### config.mk
export PLATFORM = sky130hd
export DESIGN_NAME = imem_loader
export DESIGN_NICKNAME = d
export VERILOG_FILES = /design/src/rtl/imem_loader_pkg.sv /design/src/rtl/imem_loader_word_assembler.sv /design/src/rtl/imem_loader.sv
export SDC_FILE = /design/constraint.sdc
export NUM_CORES = 1
export LEC_CHECK = 0
export CAP_MARGIN = 5
export CORE_UTILIZATION = 54
export DETAILED_ROUTE_END_ITERATION = 12
export GPL_TIMING_DRIVEN = 1
export PLACE_DENSITY = 0.79
export SLEW_MARGIN = 20
export SYNTH_ARGS = -nofsm -noshare
export SYNTH_HDL_FRONTEND = slang
export SYNTH_SLANG_ARGS = --single-unit
### constraint.sdc
create_clock -name clk -period 2.63 [get_ports clk]
set_input_delay 0.3945 -clock clk [delete_from_list [all_inputs] [get_ports clk]]
set_output_delay 0.3945 -clock clk [all_outputs]
set_load 0.03 [all_outputs]
### src/rtl/imem_loader_pkg.sv
// imem_loader_pkg: shared state type and boot-stream format constants for the instruction-memory loader
package all_pkgs;
  localparam int WIDTH = 32;
  localparam int IMEM_DEPTH_DEFAULT = 256;
  localparam int BYTE_W = 8;
  localparam int LEN_W = 16;
  localparam int BYTES_PER_WORD = 4;
  typedef enum logic [2:0] {IDLE, LEN, DATA, CHK, DONE, ERR} loader_state_t;
  function automatic logic rx_state(loader_state_t s);
    return s inside {LEN, DATA, CHK};
  endfunction
endpackage

### src/rtl/imem_loader_word_assembler.sv
// word_assembler: packs little-endian bytes into 32-bit words.
// Ports: clk/rst; clr drops any partial word; en accepts in_data;
// word_valid/word are combinational and valid while the 4th byte is being accepted.
module word_assembler
  import all_pkgs::*;
(
  input  logic              clk,
  input  logic              rst,
  input  logic              clr,
  input  logic              en,
  input  logic [BYTE_W-1:0] in_data,
  output logic              word_valid,
  output logic [WIDTH-1:0]  word
);
  logic [23:0] sh_q, sh_d;
  logic [1:0]  idx_q, idx_d;
  assign word_valid = en && idx_q == 2'd3;
  assign word = {in_data, sh_q};
  always_comb begin
    sh_d  = en ? {in_data, sh_q[23:8]} : sh_q;
    idx_d = clr ? 2'd0 : en ? idx_q + 2'd1 : idx_q;
  end
  always_ff @(posedge clk) begin
    if (rst) begin
      sh_q  <= '0;
      idx_q <= '0;
    end else begin
      sh_q  <= sh_d;
      idx_q <= idx_d;
    end
  end
endmodule

### src/rtl/imem_loader.sv
// imem_loader: receives a length/words/checksum boot stream and writes it into instruction memory.
// Ports: clk, rst (sync, active-high); start begins a load from IDLE/DONE/ERR;
// in_valid/in_data/in_ready byte stream; imem_wr_en/addr/data word writes;
// cpu_rst held high until a load finishes with a good checksum; done/err report the outcome.
module imem_loader
  import all_pkgs::*;
#(
  parameter int               IMEM_DEPTH = IMEM_DEPTH_DEFAULT,
  parameter logic [WIDTH-1:0] BASE_ADDR  = '0
) (
  input  logic              clk,
  input  logic              rst,
  input  logic              start,
  input  logic              in_valid,
  input  logic [BYTE_W-1:0] in_data,
  output logic              in_ready,
  output logic              imem_wr_en,
  output logic [WIDTH-1:0]  imem_wr_addr,
  output logic [WIDTH-1:0]  imem_wr_data,
  output logic              cpu_rst,
  output logic              done,
  output logic              err
);
  localparam logic [LEN_W:0] DEPTH_L = (LEN_W + 1)'(IMEM_DEPTH);
  loader_state_t     state_q, state_d;
  logic [LEN_W-1:0]  len_q, len_d, cnt_q, cnt_d;
  logic              lenb_q, lenb_d;
  logic [BYTE_W-1:0] csum_q, csum_d;
  logic [WIDTH-1:0]  addr_q, addr_d, wr_data_q, wr_data_d;
  logic              wr_en_q, wr_en_d, in_ready_q, in_ready_d;
  logic              cpu_rst_q, cpu_rst_d, done_q, done_d, err_q, err_d;
  logic              acc, restart, wv;
  logic [LEN_W-1:0]  n_full;
  logic [WIDTH-1:0]  word;
  assign acc     = in_valid && in_ready_q;
  assign restart = start && state_q inside {IDLE, DONE, ERR};
  assign n_full  = {in_data, len_q[7:0]};
  word_assembler u_wa (
    .clk       (clk),
    .rst       (rst),
    .clr       (restart),
    .en        (acc && state_q == DATA),
    .in_data   (in_data),
    .word_valid(wv),
    .word      (word)
  );
  always_comb begin
    state_d   = state_q;
    len_d     = len_q;
    lenb_d    = lenb_q;
    cnt_d     = cnt_q;
    csum_d    = csum_q;
    // address advances after each write so it always points at the next word
    addr_d    = wr_en_q ? addr_q + WIDTH'(BYTES_PER_WORD) : addr_q;
    wr_en_d   = wv;
    wr_data_d = wv ? word : wr_data_q;
    if (restart) begin
      state_d = LEN;
      len_d   = '0;
      lenb_d  = 1'b0;
      cnt_d   = '0;
      csum_d  = '0;
      addr_d  = BASE_ADDR;
    end else if (acc) begin
      csum_d = csum_q ^ in_data;
      case (state_q)
        LEN: begin
          lenb_d = 1'b1;
          len_d  = lenb_q ? n_full : {8'd0, in_data};
          if (lenb_q)
            state_d = {1'b0, n_full} > DEPTH_L ? ERR : n_full == '0 ? CHK : DATA;
        end
        DATA: begin
          cnt_d   = wv ? cnt_q + 1'b1 : cnt_q;
          state_d = wv && cnt_q + 1'b1 == len_q ? CHK : DATA;
        end
        CHK:     state_d = csum_q == in_data ? DONE : ERR;
        default: state_d = state_q;
      endcase
    end
    in_ready_d = rx_state(state_d);
    done_d     = state_d == DONE;
    err_d      = state_d == ERR;
    cpu_rst_d  = state_d != DONE;
  end
  always_ff @(posedge clk) begin
    if (rst) begin
      state_q    <= IDLE;
      len_q      <= '0;
      lenb_q     <= 1'b0;
      cnt_q      <= '0;
      csum_q     <= '0;
      addr_q     <= BASE_ADDR;
      wr_en_q    <= 1'b0;
      wr_data_q  <= '0;
      in_ready_q <= 1'b0;
      cpu_rst_q  <= 1'b1;
      done_q     <= 1'b0;
      err_q      <= 1'b0;
    end else begin
      state_q    <= state_d;
      len_q      <= len_d;
      lenb_q     <= lenb_d;
      cnt_q      <= cnt_d;
      csum_q     <= csum_d;
      addr_q     <= addr_d;
      wr_en_q    <= wr_en_d;
      wr_data_q  <= wr_data_d;
      in_ready_q <= in_ready_d;
      cpu_rst_q  <= cpu_rst_d;
      done_q     <= done_d;
      err_q      <= err_d;
    end
  end
  assign in_ready     = in_ready_q;
  assign imem_wr_en   = wr_en_q;
  assign imem_wr_addr = addr_q;
  assign imem_wr_data = wr_data_q;
  assign cpu_rst      = cpu_rst_q;
  assign done         = done_q;
  assign err          = err_q;
endmodule

[Yosys cells after proc, flatten, opt, wreduce, memory -nomap -nowiden]
Index checks and enable logic that the tools add are counted.
Word-level totals
  register bits after elaboration: 139
  output and inout port bits: 69
  word-level logic and storage cells: 57
Cells by class
  add/sub/neg operators: 3
  magnitude comparators: 1
  equality and inequality tests: 14
  mux-type cells: 9
  bitwise logic cells: 2
  reductions and logical operators: 13
Operators by type and width (count)
  $add A32 B3 Y32 const B: 1
  $add A16 B1 Y16 const B: 1
  $eq A16 B16 Y1: 1
  $gt A16 B9 Y1 const B: 1
  $logic_not A16 Y1: 1
  $mux W16: 1
  $eq A3 B2 Y1 const B: 4
  $eq A3 B3 Y1 const B: 4
  $mux W3: 4
  $pmux W3 S3: 1
  $eq A8 B8 Y1: 1
  $xor A8 B8 Y8: 1
  $eq A3 B1 Y1 const B: 2
  $reduce_and A3 Y1: 2
  $reduce_bool A3 Y1: 2
  $logic_and A1 B1 Y1: 5
  $logic_not A3 Y1: 1
  $mux W1: 3
  $ne A3 B3 Y1 const B: 1
  $add A2 B1 Y2 const B: 1
  $eq A2 B2 Y1 const B: 1
  $reduce_and A2 Y1: 1
  $reduce_or A2 Y1: 1
  $not A1 Y1: 1

[Longest topological paths before layout]
Gate-level depths: netlist of run 1.
  word-level depth: 10
  gate-level depth with buffers: 7
  depth with buffers taken out: 7

[Hierarchy]
From an unflattened synthesis of run 1, not the netlist that was laid out.
Unflattened totals
  cell total of the unflattened synthesis: 682
  area total of the unflattened synthesis: 6047.0 um^2
By module, submodules not included
  imem_loader: times used 1, cells each 588, area each 5023.6 um^2, seq. area each 2222.1 um^2
  word_assembler: times used 1, cells each 94, area each 1023.5 um^2, seq. area each 520.5 um^2

[Least setup slack after synthesis of run 1]
OpenSTA, ideal clock, no wires.
  kind: register to register
  start: register in_ready_q (netlist: in_ready)
  end: register cnt_q[12]
  arrival time: 1989 ps
  data required time: 2505 ps
  slack: 515 ps
  cell stages (with the launch flop): 7
  clock period less this slack: 2115 ps
  cell sequence: dfxtp_1 nand2_1 or4_4 or4_4 nor2_2 xnor2_1 nor2_2
Between the ends
  longest elaborated chain between the ends: 4
Ends and longest elaborated chain
  from (decl): RTL line imem_loader.sv:30  | logic wr_en_q, wr_en_d, in_ready_q, in_ready_d;
  from (signal assigned): RTL line imem_loader.sv:109  | in_ready_q <= in_ready_d;
  $logic_and A1 B1 Y1 *: RTL line imem_loader.sv:35  | assign acc = in_valid && in_ready_q;
  $logic_and A1 B1 Y1: RTL line imem_loader.sv:42  | .en (acc && state_q == DATA),
  $logic_and A1 B1 Y1: RTL line imem_loader_word_assembler.sv:17  | assign word_valid = en && idx_q == 2'd3;
  $reduce_and A3 Y1 (no line) *
  to (signal assigned): RTL line imem_loader.sv:104  | cnt_q <= cnt_d;
  to (decl): RTL line imem_loader.sv:26  | logic [LEN_W-1:0] len_q, len_d, cnt_q, cnt_d;
Every way passes the cells marked *; elsewhere a longest branch is shown, timed or not.
A chain may end at the register's enable or synchronous reset.

[Final worst setup path of run 1]
  start: register state_q[0]
  end: register cnt_q[12]
Between the ends
  longest elaborated chain between the ends: 4
Ends and longest elaborated chain
  from (decl): RTL line imem_loader.sv:25  | loader_state_t state_q, state_d;
  from (signal assigned): RTL line imem_loader.sv:101  | state_q <= state_d;
  $eq A3 B3 Y1 (tied with other cells): RTL line imem_loader.sv:36  | assign restart = start && state_q inside {IDLE, DONE, ERR};
  $reduce_bool A3 Y1 or $logic_and A1 B1 Y1 (tied branches): RTL line imem_loader.sv:36, imem_loader.sv:42
  $logic_and A1 B1 Y1 (on tied branches): RTL line imem_loader.sv:36, imem_loader_word_assembler.sv:17
  $reduce_or A2 Y1 (no line) or $reduce_and A3 Y1 (tied branches)
Several ways; a longest one is shown, not always the timed one.

==> run metrics, run 1 <==
hold_ws=0.280 ns; main area contributors after synthesis=dfxtp_1, nand2_1, a21oi_1; Max-Slew Margin vs Limit=0.455; PD cells=635 mW/mm²; vias in the first global route=4939; Max Cap Viol=0; Crit Path Max Fanout=11; Cell Area, Synth=0.00583 mm²; RSZ-0062 raised after global routing=false; wire length of the first global-routing pass=23400 µm; fin util=0.702; Placed Cells incl. Taps=902; Setup TNS Final=0 ns; Max Root-Sink Buffers=2; initial antenna violation count=0; Layout Area Growth over Synthesis=25.5%; HP Class=in -> reg; FF+latch area=0.00274 mm²; Seq cells post-synth=137; Sink Count=137; Setup CP Type=reg -> reg; Hold-fix buffers, CTS=0; wire per inst=15.1 µm; CP delay by family, top=simple AND/OR/NAND/NOR gates; GRT Overall Usage=0.262; CTS tree=built; Clock Latency Late Sink=0.52 ns; Starting Density=0.560; Detailed Routing Iterations Pass 1=5; FP Rows=37; Post-synth top flop=dfxtp_1; skew final=0.00992 ns; CTS buffer count=17; Setup crit end kind=flop; overall die width=106 µm; DIE AREA=0.0112 mm²; CP max stage cell=or4_4; EDFF count, synth=0; FMAX=450 MHz; max-slew violations=0; GP Congestion=0.936; Root Driver=clkbuf_8; Setup Buffers After CTS=0; cells after synthesis=719; area of the core=0.0104 mm²; setup ws final=0.409 ns; endpoints failing setup=0; post-route ant nets=0; Final nets=800; Lkg Pwr=2.48 nW; worst path arrival time=2.61 ns; ys async rst share=0; yosys warns=0; H-tree depth=4; crit-path cells=nand2b_1 > or4_4 > or4_4 > nor2_2 > xnor2_1 > nor2_2; clk slew on worst S/H paths=0.06 ns; Yosys top cell by area=dfxtp_1; maximum vdd ir drop=415 µV; routed wire length=14100 µm; Finished Layout Cells=933; post-route minimum period=2.22 ns; 1st-iter DRT viols=510; Worst Path Buf+Inv=0; n_diodes=0; Post-Syn Area per Cell=8.11 µm²; Slew @ Worst Pin=0.817 ns; commonest cells after routing, fill and taps aside=nand2_1, dfxtp_1, a21oi_1, clkdlybuf4s50_1, nor2_1; CP required=3.02 ns; Buffers on Ports=78; multi-input logic area=0.00289 mm²; drt drc=0; hpwl dp=9330 µm; via/cell ratio=5.55; status=completed; FILL cells=808; Largest stage delay, worst path=0.58 ns; vias=5179; Fin. Hold Viols=0; share of the synthesized area in the top cell type=0.471; Post-CTS Resized=0; CP Launch Type=flop; Tcrit/Tclk final=0.844; die extent in y=106 µm; post-synthesis sequential area ratio=0.471; DP Worst Slack=0.107 ns; I/O pin count=81; layout cell share with drive strength beyond 1=0.0728; Distinct cells, synth=49; largest net degree at the start of global routing=62; commonest non-fill, non-tap cell in the layout=nand2_1; total gr overflow=0
==> synthesized netlist by cell type, drive strengths merged, types with 2 or more instances <==
library cell and count:
a21boi 2, nor2 70, nand4 17, or3 6
xor2 44, nor2b 4, nand2b 3, o31ai 2
buf 14, a31o 2, nand2 162, or4 6
o21ai 19, nand3 30, xnor2 31, and3b 2
inv 3, and4 6, nor4 8, and3 6
clkbuf 34, ha 3, a21oi 84, nor3 6
dfxtp 137, and2 3
==> worst reg2reg max path: cells and delay by family (launching register included) <==
kind	cells	cell delay (ns)
AND/OR/NAND/NOR	5	1.52
flip-flops	1	0.42
XOR/XNOR	1	0.15
==> registers in the layout, indices dropped and copies added (netlist names), 2 cells and up <==
name,cells
u_wa.sh_q,24
csum_q,8
imem_wr_data,32
len_q,16
cnt_q,16
u_wa.idx_q,2
state_q,3
imem_wr_addr,30
==> where the power goes <==
group | internal (mW) | total [mW] | switching, mW
registers | 2.09 | 2.10 | 0.0152
logic | 0.0564 | 0.164 | 0.107
clock network | 1.48 | 2.38 | 0.903
==> path summary, 6_finish.rpt <==
kind                          from  cells past startpoint  slack, ns          endpoint
setup / recovery        state_q[0]                      6       0.41         cnt_q[12]
hold / removal                 rst                      3       0.28     u_wa.idx_q[0]
setup reg to reg        state_q[0]                      6       0.41         cnt_q[12]
hold reg to reg   imem_wr_data[31]                      2       0.45  imem_wr_data[31]
==> routing by layer <==
| layer | vias to the layer above | wire (µm) | GRT usage |
|---|---|---|---|
| met3 | 23 | 674 | 0.0552 |
| li1 | 2531 | - | - |
| met5 | - | 0 | 0 |
| met2 | 172 | 6880 | 0.432 |
| met4 | 0 | 215 | 0.0893 |
| met1 | 2453 | 6350 | 0.340 |
==> final cells by class <==
| class | count | share of cell area |
|---|---|---|
| clock inverter | 12 | 0.0222 |
| multi-input combinational | 532 | 0.395 |
| tap | 136 | 0.0233 |
| clock buffer | 19 | 0.0590 |
| sequential | 137 | 0.375 |
| inverter | 3 | 0.00154 |
| timing repair buffer | 94 | 0.124 |
==> per-stage QoR <==
step	total power [mW]	instance area [µm²]
detailed placement	2.30	6720
floorplan	2.25	5830
global placement	2.30	6720
CTS	4.66	7310
global route	4.77	7310
finish	4.64	7310
==> logic make-up after synthesis <==
group	Yosys count	synth area share
buf+inv	51	0.0369
simple gates	333	0.261
other cells	1	0.000643
xor+xnor	75	0.113
mux	1	0.00172
fa+ha+maj	3	0.00644
compound gates	118	0.110
flops	137	0.471
Power figures use the tool's default switching activity.
==> run 2, diff against run 1 <==
==> constraint.sdc (replaced) <==
create_clock -name clk -period 2.1 [get_ports clk]
set_input_delay 0.315 -clock clk [delete_from_list [all_inputs] [get_ports clk]]
set_output_delay 0.315 -clock clk [all_outputs]
set_load 0.03 [all_outputs]
==> run 2 against run 1 <==
Compared with the run above: cell count rose by 3.0%; total power rose by 23%; count of clock-buffer cells in the layout fell by 2; maximum frequency rose by 6.6%; clock skew barely moved; sequential power rose by 25%; core utilization rose by 2.5 points; critical path depth rose by 1; critical path type unchanged; largest cell class unchanged; highest routed layer unchanged.
==> run metrics, run 2 (same netlist as run 1, synthesis figures left out) <==
n_diodes=0; layout cell share with drive strength beyond 1=0.121; drt drc=0; Clock Latency Late Sink=0.53 ns; commonest cells after routing, fill and taps aside=nand2_1, dfxtp_1, a21oi_1, clkdlybuf4s50_1, nor2_1; Starting Density=0.560; wire per inst=15.5 µm; Fin. Hold Viols=0; routed wire length=14900 µm; total gr overflow=0; worst reg2reg startpoint=u_wa.idx_q[0]; vias in the first global route=5239; largest net degree at the start of global routing=62; Final nets=827; area of the core=0.0104 mm²; Buffers on Ports=78; Sink Count=137; wire length of the first global-routing pass=24600 µm; post-route minimum period=2.08 ns; FILL cells=753; status=completed; GP Congestion=0.871; post-route ant nets=0; Detailed Routing Iterations Pass 1=6; 1st-iter DRT viols=470; Placed Cells incl. Taps=928; max reg flops=32; PD cells=757 mW/mm²; hold path start=rst; setup ws final=0.0175 ns; Max Cap Viol=0; CTS buffer count=17; CP Launch Type=flop; FF+latch area=0.00275 mm²; Setup crit start=u_wa.idx_q[0]; FMAX=480 MHz; skew final=0.0101 ns; hpwl dp=9980 µm; die extent in y=106 µm; Hold-fix buffers, CTS=0; DP Worst Slack=-0.312 ns; via/cell ratio=5.63; Tcrit/Tclk final=0.992; Max Root-Sink Buffers=2; worst path arrival time=2.50 ns; Lkg Pwr=2.62 nW; Setup CP Type=reg -> reg; Crit Path Max Fanout=4; overall die width=106 µm; initial antenna violation count=0; CTS tree=built; endpoints failing setup=0; FP Rows=37; DIE AREA=0.0112 mm²; H-tree depth=4; vias=5412; Finished Layout Cells=961; maximum vdd ir drop=453 µV; max-slew violations=0; clk slew on worst S/H paths=0.07 ns; GRT Overall Usage=0.275; Setup crit end kind=flop; multi-input logic area=0.00293 mm²; Root Driver=clkbuf_8; commonest non-fill, non-tap cell in the layout=nand2_1; CP required=2.52 ns; HP Class=in -> reg; I/O pin count=81; RSZ-0062 raised after global routing=true; Layout Area Growth over Synthesis=29.9%
run 2: changes by cell type in the layout (fill, tap and decap cells not counted), moves of 2 or more:
cell	delta
clkinvlp_4	+2
buf_4	+25
or4_4	+2
dfxtp_1	-6
buf_12	+2
dfxtp_2	+6
or4_1	-2
inv_8	+3
bufinv_16	-2
run 2: worst paths after layout:
kind	endpoint	slack, ns	depth (start not counted)
worst max-delay path	cnt_q[12]	0.02	7
worst min-delay path	imem_wr_data[13]	0.27	3
worst max register to register	cnt_q[12]	0.02	7
worst min register to register	imem_wr_data[11]	0.45	2
run 2: final cells by class:
class / count / area share
inverters: 3 / 0.00149
flip-flops and latches: 137 / 0.363
clock buffers: 17 / 0.0547
clock inverters: 15 / 0.0210
repair buffers: 121 / 0.150
multi-input cells: 532 / 0.387
well taps: 136 / 0.0225
run 2: stage by stage:
step	setup TNS [ns]	utilization	hold WS (ns)	cell area [µm²]	total power [mW]
final	0	0.727	0.270	7570	5.73
after global routing	-0.0904	0.727	0.275	7570	5.89
after CTS	0	0.724	0.267	7540	5.74
after detailed placement	-2.05	0.666	0.447	6940	2.90
after global placement	-1.38	0.666	0.440	6940	2.90
after floorplan	0	-	0.432	5830	2.81
run 2: worst max-delay path, stage by stage (launching register included):
cell and delay [ns]:
dfxtp_2 0.36, ha_4 0.14, inv_2 0.04, or4_4 0.51, or4_4 0.59, nor2_4 0.15
xnor2_2 0.14, nor2_2 0.04
run 2: where the power goes:
group          switching [mW]  total (mW)  internal [mW]
clock                    1.27        2.88           1.62
sequential             0.0118        2.62           2.61
combinational           0.144       0.229         0.0845
total                    1.42        5.73           4.31
run 2: what timing repair did:
item                                    CTS  global route
pin swaps                                 2             6
setup buffers                             0             1
endpoints found under the setup margin    3             3
resized for setup                         5            10
run 2: layer usage:
metal	global-route usage	up-vias	wire [µm]
li1	-	2584	-
met1	0.342	2559	6450
met2	0.459	225	7230
met3	0.0705	44	911
met4	0.104	0	321
met5	0	-	0
==> run 3, diff against run 2 <==
--- a/config.mk
+++ b/config.mk
@@ -6,10 +6,12 @@
 export NUM_CORES = 1
 export LEC_CHECK = 0
 export CAP_MARGIN = 5
-export CORE_UTILIZATION = 54
+export CORE_UTILIZATION = 61
 export DETAILED_ROUTE_END_ITERATION = 12
+export DONT_BUFFER_PORTS = 1
 export GPL_TIMING_DRIVEN = 1
-export PLACE_DENSITY = 0.79
+export MAX_ROUTING_LAYER = met4
+export PLACE_DENSITY = 0.77
 export SLEW_MARGIN = 20
 export SYNTH_ARGS = -nofsm -noshare
 export SYNTH_HDL_FRONTEND = slang
==> run 3 against run 2 <==
Compared with the run above: combinational power shrank 17%; design area shrank 8.6%; via count shrank 6.4%; clock skew shrank 0.00074 ns; register-to-register slack gained 0.04 ns; maximum frequency grew 1.8%; global-route usage grew 3.0 points; total power grew 0.79%; non-clock buffer count shrank 63; first-iteration DRC count shrank 18%; setup slack gained 0.036 ns; highest routed layer unchanged.
==> run metrics, run 3 (same netlist as run 1, synthesis figures left out) <==
largest net degree at the start of global routing=63; area of the core=0.00924 mm²; DIE AREA=0.00995 mm²; commonest non-fill, non-tap cell in the layout=nand2_1; GP Congestion=0.866; Tcrit/Tclk final=0.974; Max Root-Sink Buffers=2; R2R setup slack=0.05 ns; n_diodes=0; CP Launch Type=flop; wire length of the first global-routing pass=23100 µm; CTS tree=built; Critical Path Most Common Cell=or4_4; clk slew on worst S/H paths=0.07 ns; HP Class=in -> reg; hpwl dp=9130 µm; post-route minimum period=2.05 ns; Worst Path Buf+Inv=2; vias=5065; I/O pin count=81; Sink Count=137; Layout Area Growth over Synthesis=18.8%; wire per inst=16.0 µm; FP Rows=35; total gr overflow=0; Max Cap Viol=0; routed wire length=14200 µm; GRT Overall Usage=0.305; FMAX=489 MHz; CTS buffer count=17; Crit path depth=7; via/cell ratio=5.68; Detailed Routing Iterations Pass 1=5; 1st-iter DRT viols=386; crit-path cells=ha_4 > inv_2 > or4_4 > or4_4 > buf_4 > xor2_1 > nor2_1; PD cells=835 mW/mm²; Max-Slew Margin vs Limit=0.421; H-tree depth=4; Root Driver=clkbuf_8; die extent in y=99.7 µm; CP delay by family, top=simple AND/OR/NAND/NOR gates; max-slew violations=0; Pwr Total=5.78 mW; RR Endpoint=cnt_q[10]; worst r2r path cells=7; status=completed; Crit Path Max Fanout=3; drt drc=0; end point of the critical path=cnt_q[10]; endpoints failing setup=0; Setup crit end kind=flop; CP required=2.52 ns; Fin. Hold Viols=0; skew final=0.00939 ns; Final nets=764; Largest stage delay, worst path=0.54 ns; max reg flops=32; maximum vdd ir drop=524 µV; Buffers on Ports=0; Setup CP Type=reg -> reg; Slew @ Worst Pin=0.869 ns; vias in the first global route=4821; hold path start=in_data[3]; Lkg Pwr=2.44 nW; Clock Latency Late Sink=0.54 ns; RSZ-0062 raised after global routing=true; Starting Density=0.631; initial antenna violation count=0; post-route ant nets=0; worst reg2reg startpoint=u_wa.idx_q[1]; CP max stage cell=or4_4; fin util=0.749; worst path arrival time=2.46 ns; Setup crit start=u_wa.idx_q[1]; overall die width=99.7 µm; layout cell share with drive strength beyond 1=0.138; commonest cells after routing, fill and taps aside=nand2_1, dfxtp_1, a21oi_1, nor2_1, buf_4
[run 3: changes by cell type in the layout (fill, tap and decap cells not counted), moves of 3 or more]
cell | before | now
clkinvlp_4 | 4 | 1
clkdlybuf4s50_1 | 77 | 0
dlygate4sd3_1 | 0 | 8
buf_4 | 40 | 47
[run 3: power breakdown]
group	internal [mW]	switching (mW)	total (mW)
clock network	1.66	1.30	2.97
registers	2.61	0.0128	2.62
logic	0.0641	0.125	0.189
[run 3: timing repair]
| item | 4_1_cts | 5_1_grt |
|---|---|---|
| buffers inserted | 1 | 1 |
| resized for setup | 5 | 10 |
| hold buffers | 9 | 0 |
| gates cloned | 0 | 0 |
| endpoints found under the setup margin | 2 | 3 |
| hold endpoints to repair | 77 | 0 |
| pin swaps | 4 | 9 |
[run 3: how the worst min path moves through the flow]
stage,end,slack [ns],cells past startpoint
floorplan,imem_wr_data[0],0.43,2
global placement,imem_wr_data[5],0.39,1
detailed placement,u_wa.sh_q[6],0.39,1
CTS,csum_q[3],0.001,3
global route,csum_q[6],0.02,3
finish,csum_q[3],0.009,3
[run 3: routing by layer]
layer / wire, µm / GRT usage / up-vias
met5: 0 / - / -
met3: 1020 / 0.0696 / 26
met2: 7010 / 0.494 / 184
li1: - / - / 2468
met1: 5990 / 0.368 / 2387
met4: 223 / 0.121 / 0
[run 3: area by class of cell]
type | instances | area (µm²)
clock inverter | 14 | 156
multi-input combinational | 532 | 2930
clock buffer | 18 | 428
timing repair buffer | 58 | 484
tap | 129 | 161
sequential | 137 | 2750
fill | 643 | 2320
inverter | 3 | 11.3
[run 3: per-stage QoR]
stage          cell area (µm²)  hold WS [ns]  setup TNS (ns)  worst slack, ns  cells
2_1_floorplan             5830         0.432               0           0.0178    720
3_3_place_gp              6170         0.388               0           0.0548    848
3_5_place_dp              6170         0.390               0          0.00452    848
4_1_cts                   6880       0.00106               0         0.000870    890
5_1_grt                   6920        0.0228         -0.0353          -0.0172    891
6_report                  6920       0.00876               0           0.0537    891
[run 3: tightest hold or removal path: stages]
cell,delay (ns)
nand2_1,0.05
xor2_1,0.06
nor2_1,0.07
